--- src/rtl/irq_controller.sv ---
// irq_controller -- edge-triggered interrupt controller with fixed priority.
//
// Rising edges on irq_src lines are latched into a pending register.
// Pending bits that are enabled by the mask are arbitrated, lowest index
// first. The winner is handed to the processor through a
// request/acknowledge handshake: IDLE -> REQ -> WAIT_REL -> IDLE.
//
// Ports:
//   CLOCK_50    clock; all state changes on its rising edge
//   reset       asynchronous active-high reset
//   irq_src     level interrupt lines; a rising edge is an interrupt
//   mask_we     write strobe for the enable mask
//   mask_wdata  new enable mask value
//   ExtIAck     acknowledge from the processor (level)
//   ExtIRQ      interrupt request to the processor (registered)
//   irq_id      index of the requested source, valid while ExtIRQ=1
//   pending     pending register (observation)
//   mask        current enable mask
//   lost        sticky flags for edges that arrived on an already pending source
//
// Build option:
//   IRQ_SYNC_EN  when defined, each irq_src bit passes through a two-flop
//                synchronizer before edge detection (+2 cycles of latency).

module irq_controller #(
   parameter int NSRC = 8,
   parameter int IDW  = 3
) (
   input  logic            CLOCK_50,
   input  logic            reset,
   input  logic [NSRC-1:0] irq_src,
   input  logic            mask_we,
   input  logic [NSRC-1:0] mask_wdata,
   input  logic            ExtIAck,
   output logic            ExtIRQ,
   output logic [IDW-1:0]  irq_id,
   output logic [NSRC-1:0] pending,
   output logic [NSRC-1:0] mask,
   output logic [NSRC-1:0] lost
);

   typedef enum logic [1:0] {IDLE, REQ, WAIT_REL} state_t;

   state_t          state;
   logic [NSRC-1:0] src;     // line value seen by the edge detector
   logic [NSRC-1:0] hist;    // previous sample of src
   logic [NSRC-1:0] rise;
   logic [NSRC-1:0] req;
   logic [NSRC-1:0] clr;
   logic [IDW-1:0]  winner;
   logic            any_req;

`ifdef IRQ_SYNC_EN
   logic [NSRC-1:0] sync_q1, sync_q2;

   always_ff @(posedge CLOCK_50 or posedge reset) begin
      if (reset) begin
         sync_q1 <= '0;
         sync_q2 <= '0;
      end else begin
         sync_q1 <= irq_src;
         sync_q2 <= sync_q1;
      end
   end

   assign src = sync_q2;
`else
   assign src = irq_src;
`endif

   assign rise    = src & ~hist;
   assign req     = pending & mask;
   assign any_req = |req;

   // Lowest index wins: scan from the top so the last hit is the lowest.
   always_comb begin
      winner = '0;
      for (int i = NSRC - 1; i >= 0; i--) begin
         if (req[i]) winner = IDW'(i);
      end
   end

   // Acknowledge only clears anything while a request is outstanding.
   always_comb begin
      clr = '0;
      if (state == REQ && ExtIAck) clr[irq_id] = 1'b1;
   end

   always_ff @(posedge CLOCK_50 or posedge reset) begin
      if (reset) begin
         state   <= IDLE;
         ExtIRQ  <= 1'b0;
         irq_id  <= '0;
         pending <= '0;
         lost    <= '0;
         mask    <= '1;
         hist    <= '0;
      end else begin
         hist <= src;
         if (mask_we) mask <= mask_wdata;

         // A new edge wins over the acknowledge clear of the same bit.
         pending <= (pending & ~clr) | rise;
         // An edge that coincides with the clear of its own bit is a fresh
         // event, not a coalesced one.
         lost    <= lost | (rise & pending & ~clr);

         case (state)
            IDLE: begin
               if (any_req) begin
                  state  <= REQ;
                  irq_id <= winner;
                  ExtIRQ <= 1'b1;
               end
            end
            REQ: begin
               // Committed: mask changes no longer withdraw the request.
               if (ExtIAck) begin
                  state  <= WAIT_REL;
                  ExtIRQ <= 1'b0;
               end
            end
            WAIT_REL: begin
               if (!ExtIAck) state <= IDLE;
            end
            default: begin
               state  <= IDLE;
               ExtIRQ <= 1'b0;
            end
         endcase
      end
   end

endmodule

--- config.mk ---
export PLATFORM = sky130hd
export DESIGN_NAME = irq_controller
export DESIGN_NICKNAME = d
export VERILOG_FILES = /design/src/rtl/irq_controller.sv
export SDC_FILE = /design/constraint.sdc
export NUM_CORES = 1
export LEC_CHECK = 0
export ABC_AREA = 1
export CAP_MARGIN = 25
export CORE_UTILIZATION = 48
export DETAILED_ROUTE_END_ITERATION = 8
export PLACE_DENSITY = 0.9
export SLEW_MARGIN = 20
export SYNTH_ARGS = -nofsm -noshare
export SYNTH_HDL_FRONTEND = slang
export SYNTH_SLANG_ARGS = --single-unit
--- constraint.sdc ---
create_clock -name CLOCK_50 -period 1.84 [get_ports CLOCK_50]
set_input_delay 0.46 -clock CLOCK_50 [delete_from_list [all_inputs] [get_ports CLOCK_50]]
set_output_delay 0.46 -clock CLOCK_50 [all_outputs]
set_load 0.05 [all_outputs]
# == After elaboration in Yosys (flattened, before gate mapping) ==
# Index checks and enable logic that the tools add are counted.
# Widths: inputs -> output; s select.
# totals
ff_bits,38
latch_bits,0
mem_bits_rw,0
rom_bits,0
out_inout_bits,28
elab_cells,49
n_memories,0
# op_classes
addsub,0
mul,0
div_mod_pow,0
order_cmp,2
n_eq_ne,5
n_shift,0
mux,18
bitwise,10
reduce_logical,7
# op_table
cell,count
$and 8x8->8,5
$mux 3,8
$not 8->8,2
$or 8x8->8,2
$mux 8,1
$reduce_or 8->1,1
$mux 2,3
$ne 2x2->1 const B,3
$pmux 2 s3,1
$reduce_and 3->1,2
$lt 3x4->1 const B,1
$demux 1 s3,1
$ge 3x1->1 const B,1
$mux 1,3
$pmux 1 s3,1
$eq 2x1->1 const B,1
$eq 2x2->1 const B,1
$logic_and 1x1->1,2
$logic_not 2->1,1
$reduce_and 2->1,1
$not 1->1,1

# == Longest topological paths before layout ==
# Gate-level depths: netlist of the first run.
# logic_depth
word_depth,9
depth_mapped,10
depth_no_buf,10

# == Worst setup path after synthesis of the first run ==
# No wires, ideal clock.
# synth_timing
path_kind,flip-flop to flip-flop
start,register mask[5]
end,register irq_id[1]
setup_ps,66
t_arrival_ps,1296
required_ps,1774
setup_slack_ps,478
stages_incl_launch_ff,8
synth_period_minus_slack_ps,1362
path_cell_list,dfstp_2 -> nand2_1 -> nand2_1 -> nor2_1 -> nand2_1 -> nand2_1 -> nand3b_1 -> nand2_1
# synth_between
elab_chain_cells,7
word_cells_on_any_way,9
# synth_rtl
element,line_no,text
from (decl),38,"output logic [NSRC-1:0] mask,"
from (signal assigned),100,if (mask_we) mask <= mask_wdata;
$and 8x8->8 (*),72,assign req = pending & mask;
$mux 3 (6 in a row),79,if (req[i]) winner = IDW'(i);
to (signal assigned),112,irq_id <= winner;
to (decl),36,"output logic [IDW-1:0] irq_id,"
# Every way passes the cells marked *; elsewhere a longest branch is shown, timed or not.
# A chain may end at the register's enable or synchronous reset.

# == Final worst setup path of the first run ==
# layout_timing
start,register irq_id[2]
end,output port irq_id[2]
# No word-level cell between the ends.

==> flow_metrics.env, run 1 <==
export IMPL_p_leak_nw=1.03
export IMPL_drive_above_1_share=0.279
export IMPL_hpwl_um=2580
export IMPL_avgSynthCellArea_um2=10.4
export IMPL_syn_inst=145
export IMPL_instances_no_fill=232
export IMPL_critical_path_max_stage_delay_ns=0.51
export IMPL_reg2reg_slack_ns=0.44
export IMPL_powerDensity_nw_per_um2=1300
export IMPL_drv_slew=0
export IMPL_crit_buf_inv=1
export IMPL_finalCritPeriodShare=0.857
export IMPL_cts_clk_slew_worst_paths_ns=0.12
export IMPL_post_cts_buffers=0
export IMPL_layout_min_cycle_time_ns=1.58
export IMPL_drt_iter0_markers=54
export IMPL_drv_cap=0
export IMPL_required_ns=1.38
export IMPL_grt_pass1_vias=1213
export IMPL_synth_fp_nets=165
export IMPL_initial_core_util=0.528
export IMPL_antenna_found_initial=0
export IMPL_cts_buffers=5
export IMPL_num_vias=1234
export IMPL_cts_hold_buffers=0
export IMPL_n_fill_cell=185
export IMPL_cp_max_fo=6
export IMPL_cts_resized=0
export IMPL_coreArea_um2=2850
export IMPL_violations="DRC"
export IMPL_clk_latency_ns=0.35
export IMPL_routed_via_density=5.32
export IMPL_r2r_start="mask[1]$_DFFE_PP1P_"
export IMPL_placed_cells=224
export IMPL_max_clock_freq_ghz=0.634
export IMPL_yosysWarnings=0
export IMPL_cts_buffer_depth=2
export IMPL_clockRootBuffer="clkbuf_4"
export IMPL_grt_max_degree=27
export IMPL_relSlewSlack=0.698
export IMPL_ys_types=16
export IMPL_wl_per_cell_um=15.0
export IMPL_drt_wl_total_um=3470
export IMPL_die_x_um=58
export IMPL_globalplace_congestion=0.933
export IMPL_num_io_pins=48
export IMPL_cp_data_arrival_time_ns=1.12
export IMPL_fin_skew_ns=0.0139
export IMPL_fin_nets=220
export IMPL_synth_cell_area_um2=1510
export IMPL_layout_commonest_cell="nand2_1"
export IMPL_hp_class="in -> async"
export IMPL_finalHoldViolCount=0
export IMPL_rsz0062_at_grt="false"
export IMPL_placementRows=19
export IMPL_drc=2
export IMPL_area_growth_pct=43.8
export IMPL_mostFrequentLayoutCells="nand2_1 (53), dfrtp_1 (30), buf_4 (20)"
export IMPL_cp_slowest_cell="dfrtp_1"
export IMPL_setup_tns_ns=0
export IMPL_finalSetupViolCount=0
export IMPL_grt_total_usage=0.228
export IMPL_die_area_um2=3360
export IMPL_dieHeight_um=58
export IMPL_htree_levels=2
export IMPL_cts_sinks=38
export IMPL_worst_slew_pin_transition_ns=0.451
export IMPL_worst_r2r_endpoint="irq_id[0]$_DFFE_PP0P_"
export IMPL_n_antenna_cell=0
export IMPL_grt_pass1_wl_um=5500
export IMPL_peakVddDrop_uv=783
export IMPL_drt_pre_antenna_iters=6
export IMPL_critPathLaunchType="flip-flop"
export IMPL_end_kind="output port"
export IMPL_ys_seq_elements=38
export IMPL_yosysSeqAreaShare=0.638
export IMPL_port_buffers=47
export IMPL_r2r_cells=8
export IMPL_cts_tree="done"
export IMPL_ant_nets=0
export IMPL_status="finished, violations left"
export IMPL_critical_path_top_delay_family="flip-flops"
export IMPL_path_class="reg -> out"
export IMPL_grt_overflow=0
export IMPL_crit_path_cell_trace="buf_4"
## flip-flops by register name, indices dropped and copies added, names as in the netlist
signal / cells
hist: 8
lost: 8
mask: 8
pending: 8
irq_id: 3
state: 2
ExtIRQ: 1
## layout make-up
class / instances / area, um2 / area share
Tap cell: 31 / 38.8 / 0.0179
Clock buffer: 7 / 55.1 / 0.0254
Clock inverter: 1 / 30.0 / 0.0139
Sequential cell: 38 / 961 / 0.444
Multi-Input combinational cell: 89 / 475 / 0.220
Timing Repair Buffer: 49 / 541 / 0.250
Inverter: 17 / 63.8 / 0.0295
## stage by stage
step                total power [mW]  setup slack (ns)  instance area [um2]  hold slack (ns)  utilization
finish                          2.82             0.264                 2160            0.407        0.759
global route                    2.93             0.244                 2160            0.431        0.759
CTS                             2.82             0.264                 2160            0.404        0.759
detailed placement              2.22          -0.00163                 2080            0.464        0.729
global placement                2.17            0.0688                 2080            0.459        0.729
floorplan                       1.78             0.478                 1510            0.477            -
## layer usage
metal	routed length, um	vias up	GRT usage
met4	123	0	0.146
met5	0	-	0
met3	171	13	0.0446
li1	-	576	-
met1	1350	599	0.256
met2	1820	46	0.394
## synth_stat cells, drive strengths merged
cell type	count	area share
mux2	8	0.060
a21oi	1	0.0033
nand3b	1	0.0050
a31o	1	0.0058
nand4	8	0.033
o21ai	2	0.0067
nand2	53	0.13
o21a	1	0.0050
dfrtp	30	0.50
o21bai	8	0.040
dfstp	8	0.14
nor3b	1	0.012
inv	17	0.042
buf	1	0.0033
nor2	5	0.012
## cells by family (layout without fill, tap and decap cells)
group | after synthesis | count (layout) | synth area share
AO/OA/AOI/OAI | 13 | 13 | 0.0607
flip-flops | 38 | 38 | 0.638
AND/OR/NAND/NOR | 68 | 68 | 0.195
multiplexers | 8 | 8 | 0.0599
buffers and inverters | 18 | 74 | 0.0457
## power by group
part | total (mW) | switching (mW) | leakage (nW) | internal, mW
Clock | 0.596 | 0.271 | 0.0455 | 0.324
Sequential | 1.15 | 0.168 | 0.394 | 0.978
Combinational | 1.08 | 0.689 | 0.592 | 0.386
## how the worst max path moves through the flow
stage,slack [ns],cells after the start,startpoint,endpoint
2_1_floorplan,0.48,7,mask[5]$_DFFE_PP1P_,irq_id[1]$_DFFE_PP0P_
3_3_place_gp,0.07,5,ExtIAck,lost[5]$_DFF_PP0_
3_5_place_dp,-0.002,5,ExtIAck,lost[7]$_DFF_PP0_
4_1_cts,0.26,1,irq_id[2]$_DFFE_PP0P_,irq_id[2]
5_1_grt,0.24,5,ExtIAck,lost[5]$_DFF_PP0_
6_report,0.26,1,irq_id[2]$_DFFE_PP0P_,irq_id[2]
Note: power is estimated with default switching activity, not from simulation.
==> run 2: changes to the inputs <==
Settings changed: PLACE_DENSITY 0.9 to 0.84.
==> flow_metrics.env, run 2 (same netlist as run 1, synthesis figures left out) <==
export IMPL_r2r_start="mask[1]$_DFFE_PP1P_"
export IMPL_peakVddDrop_uv=735
export IMPL_finalCritPeriodShare=0.837
export IMPL_cp_depth=1
export IMPL_antenna_found_initial=0
export IMPL_cts_buffer_depth=2
export IMPL_grt_pass1_wl_um=5340
export IMPL_drt_iter0_markers=26
export IMPL_routed_via_density=5.17
export IMPL_mostFrequentLayoutCells="nand2_1 (53), dfrtp_1 (30), buf_4 (20)"
export IMPL_wl_per_cell_um=14.0
export IMPL_instances_no_fill=232
export IMPL_layout_commonest_cell="nand2_1"
export IMPL_num_vias=1199
export IMPL_cts_buffers=5
export IMPL_gr_max_usage_layer="met2"
export IMPL_port_buffers=47
export IMPL_drt_pre_antenna_iters=6
export IMPL_cts_hold_buffers=0
export IMPL_cp_slowest_cell="dfstp_2"
export IMPL_drc=3
export IMPL_clk_latency_ns=0.34
export IMPL_num_io_pins=48
export IMPL_power_total_mw=2.63
export IMPL_die_area_um2=3360
export IMPL_reg2reg_slack_ns=0.44
export IMPL_hpwl_um=2570
export IMPL_required_ns=1.38
export IMPL_powerDensity_nw_per_um2=1230
export IMPL_cts_resized=0
export IMPL_grt_total_usage=0.222
export IMPL_drt_wl_total_um=3260
export IMPL_worst_r2r_endpoint="irq_id[1]$_DFFE_PP0P_"
export IMPL_grt_max_degree=23
export IMPL_die_x_um=58
export IMPL_coreArea_um2=2850
export IMPL_violations="DRC"
export IMPL_relSlewSlack=0.710
export IMPL_placed_cells=224
export IMPL_cp_endpoint="mask[1]"
export IMPL_area_growth_pct=42.1
export IMPL_n_antenna_cell=0
export IMPL_grtUsageMet2=0.378
export IMPL_use_met1=0.255
export IMPL_layout_min_cycle_time_ns=1.54
export IMPL_final_util=0.750
export IMPL_post_cts_buffers=0
export IMPL_dieHeight_um=58
export IMPL_cp_max_fo=3
export IMPL_grt_overflow=0
export IMPL_max_clock_freq_ghz=0.649
export IMPL_path_class="reg -> out"
export IMPL_n_fill_cell=207
export IMPL_placementRows=19
export IMPL_globalplace_congestion=0.818
export IMPL_r2r_cells=7
export IMPL_initial_core_util=0.528
export IMPL_clockRootBuffer="clkbuf_4"
export IMPL_cts_tree="done"
export IMPL_hp_class="in -> async"
export IMPL_crit_path_cell_trace="buf_12"
export IMPL_drive_above_1_share=0.279
export IMPL_ant_nets=0
export IMPL_met3_usage=0.0759
export IMPL_fin_skew_ns=0.00961
export IMPL_critPathLaunch="mask[1]$_DFFE_PP1P_"
export IMPL_critical_path_max_stage_delay_ns=0.59
export IMPL_p_leak_nw=1.02
export IMPL_finalSetupViolCount=0
export IMPL_critical_path_top_delay_family="flip-flops"
export IMPL_fin_nets=220
export IMPL_grt_pass1_vias=1173
export IMPL_drv_slew=0
export IMPL_rsz0062_at_grt="false"
export IMPL_end_kind="output port"
export IMPL_worst_slew_pin_transition_ns=0.434
export IMPL_crit_buf_inv=1
export IMPL_setup_tns_ns=0
export IMPL_status="finished, violations left"
export IMPL_drv_cap=0
export IMPL_critPathLaunchType="flip-flop"
export IMPL_cts_sinks=38
export IMPL_cp_data_arrival_time_ns=1.08
export IMPL_cts_clk_slew_worst_paths_ns=0.11
export IMPL_finalHoldViolCount=0
export IMPL_htree_levels=2
run 2: cell types whose count changed in the layout (fill, tap and decap cells not counted), sizes merged:
| cell | previous run | this run |
|---|---|---|
| bufinv | 1 | 0 |
| clkinv | 0 | 1 |
run 2: worst min-delay path by stage:
stage                                      end  slack [ns]
after detailed placement     lost[2]$_DFF_PP0_        0.46
after global placement       lost[2]$_DFF_PP0_        0.46
after floorplan           pending[0]$_DFF_PP0_        0.48
after CTS                 pending[0]$_DFF_PP0_        0.45
after global routing      pending[0]$_DFF_PP0_        0.45
final                     pending[0]$_DFF_PP0_        0.44
run 2: worst reg2reg max path, delay by kind of cell, from the launching register on:
| family | cells | cell delay (ns) |
|---|---|---|
| AND/OR/NAND/NOR | 7 | 0.75 |
| flip-flops | 1 | 0.59 |
run 2: final cells by class:
| class | count | area (um2) | area share |
|---|---|---|---|
| Inverter | 17 | 63.8 | 0.0298 |
| Timing Repair Buffer | 49 | 541 | 0.253 |
| Clock buffer | 7 | 55.1 | 0.0257 |
| Sequential cell | 38 | 961 | 0.449 |
| Multi-Input combinational cell | 89 | 475 | 0.222 |
| Clock inverter | 1 | 5.00 | 0.00234 |
| Tap cell | 31 | 38.8 | 0.0181 |
run 2: per-stage QoR:
stage	worst slack [ns]	hold slack (ns)	area, um2
finish	0.300	0.442	2140
global route	0.252	0.445	2140
CTS	0.286	0.452	2140
detailed placement	0.0496	0.464	2080
global placement	0.0589	0.461	2080
floorplan	0.478	0.477	1510
run 2: routing by layer:
metal  up-vias  share of wire
met5         -              0
met4         0          0.029
met3        11          0.057
met2        37           0.52
met1       578           0.40
li1        573              -
run 2: report_power, final:
group / switching, mW / internal [mW]
Sequential: 0.152 / 0.978
Combinational: 0.674 / 0.387
Clock: 0.257 / 0.185
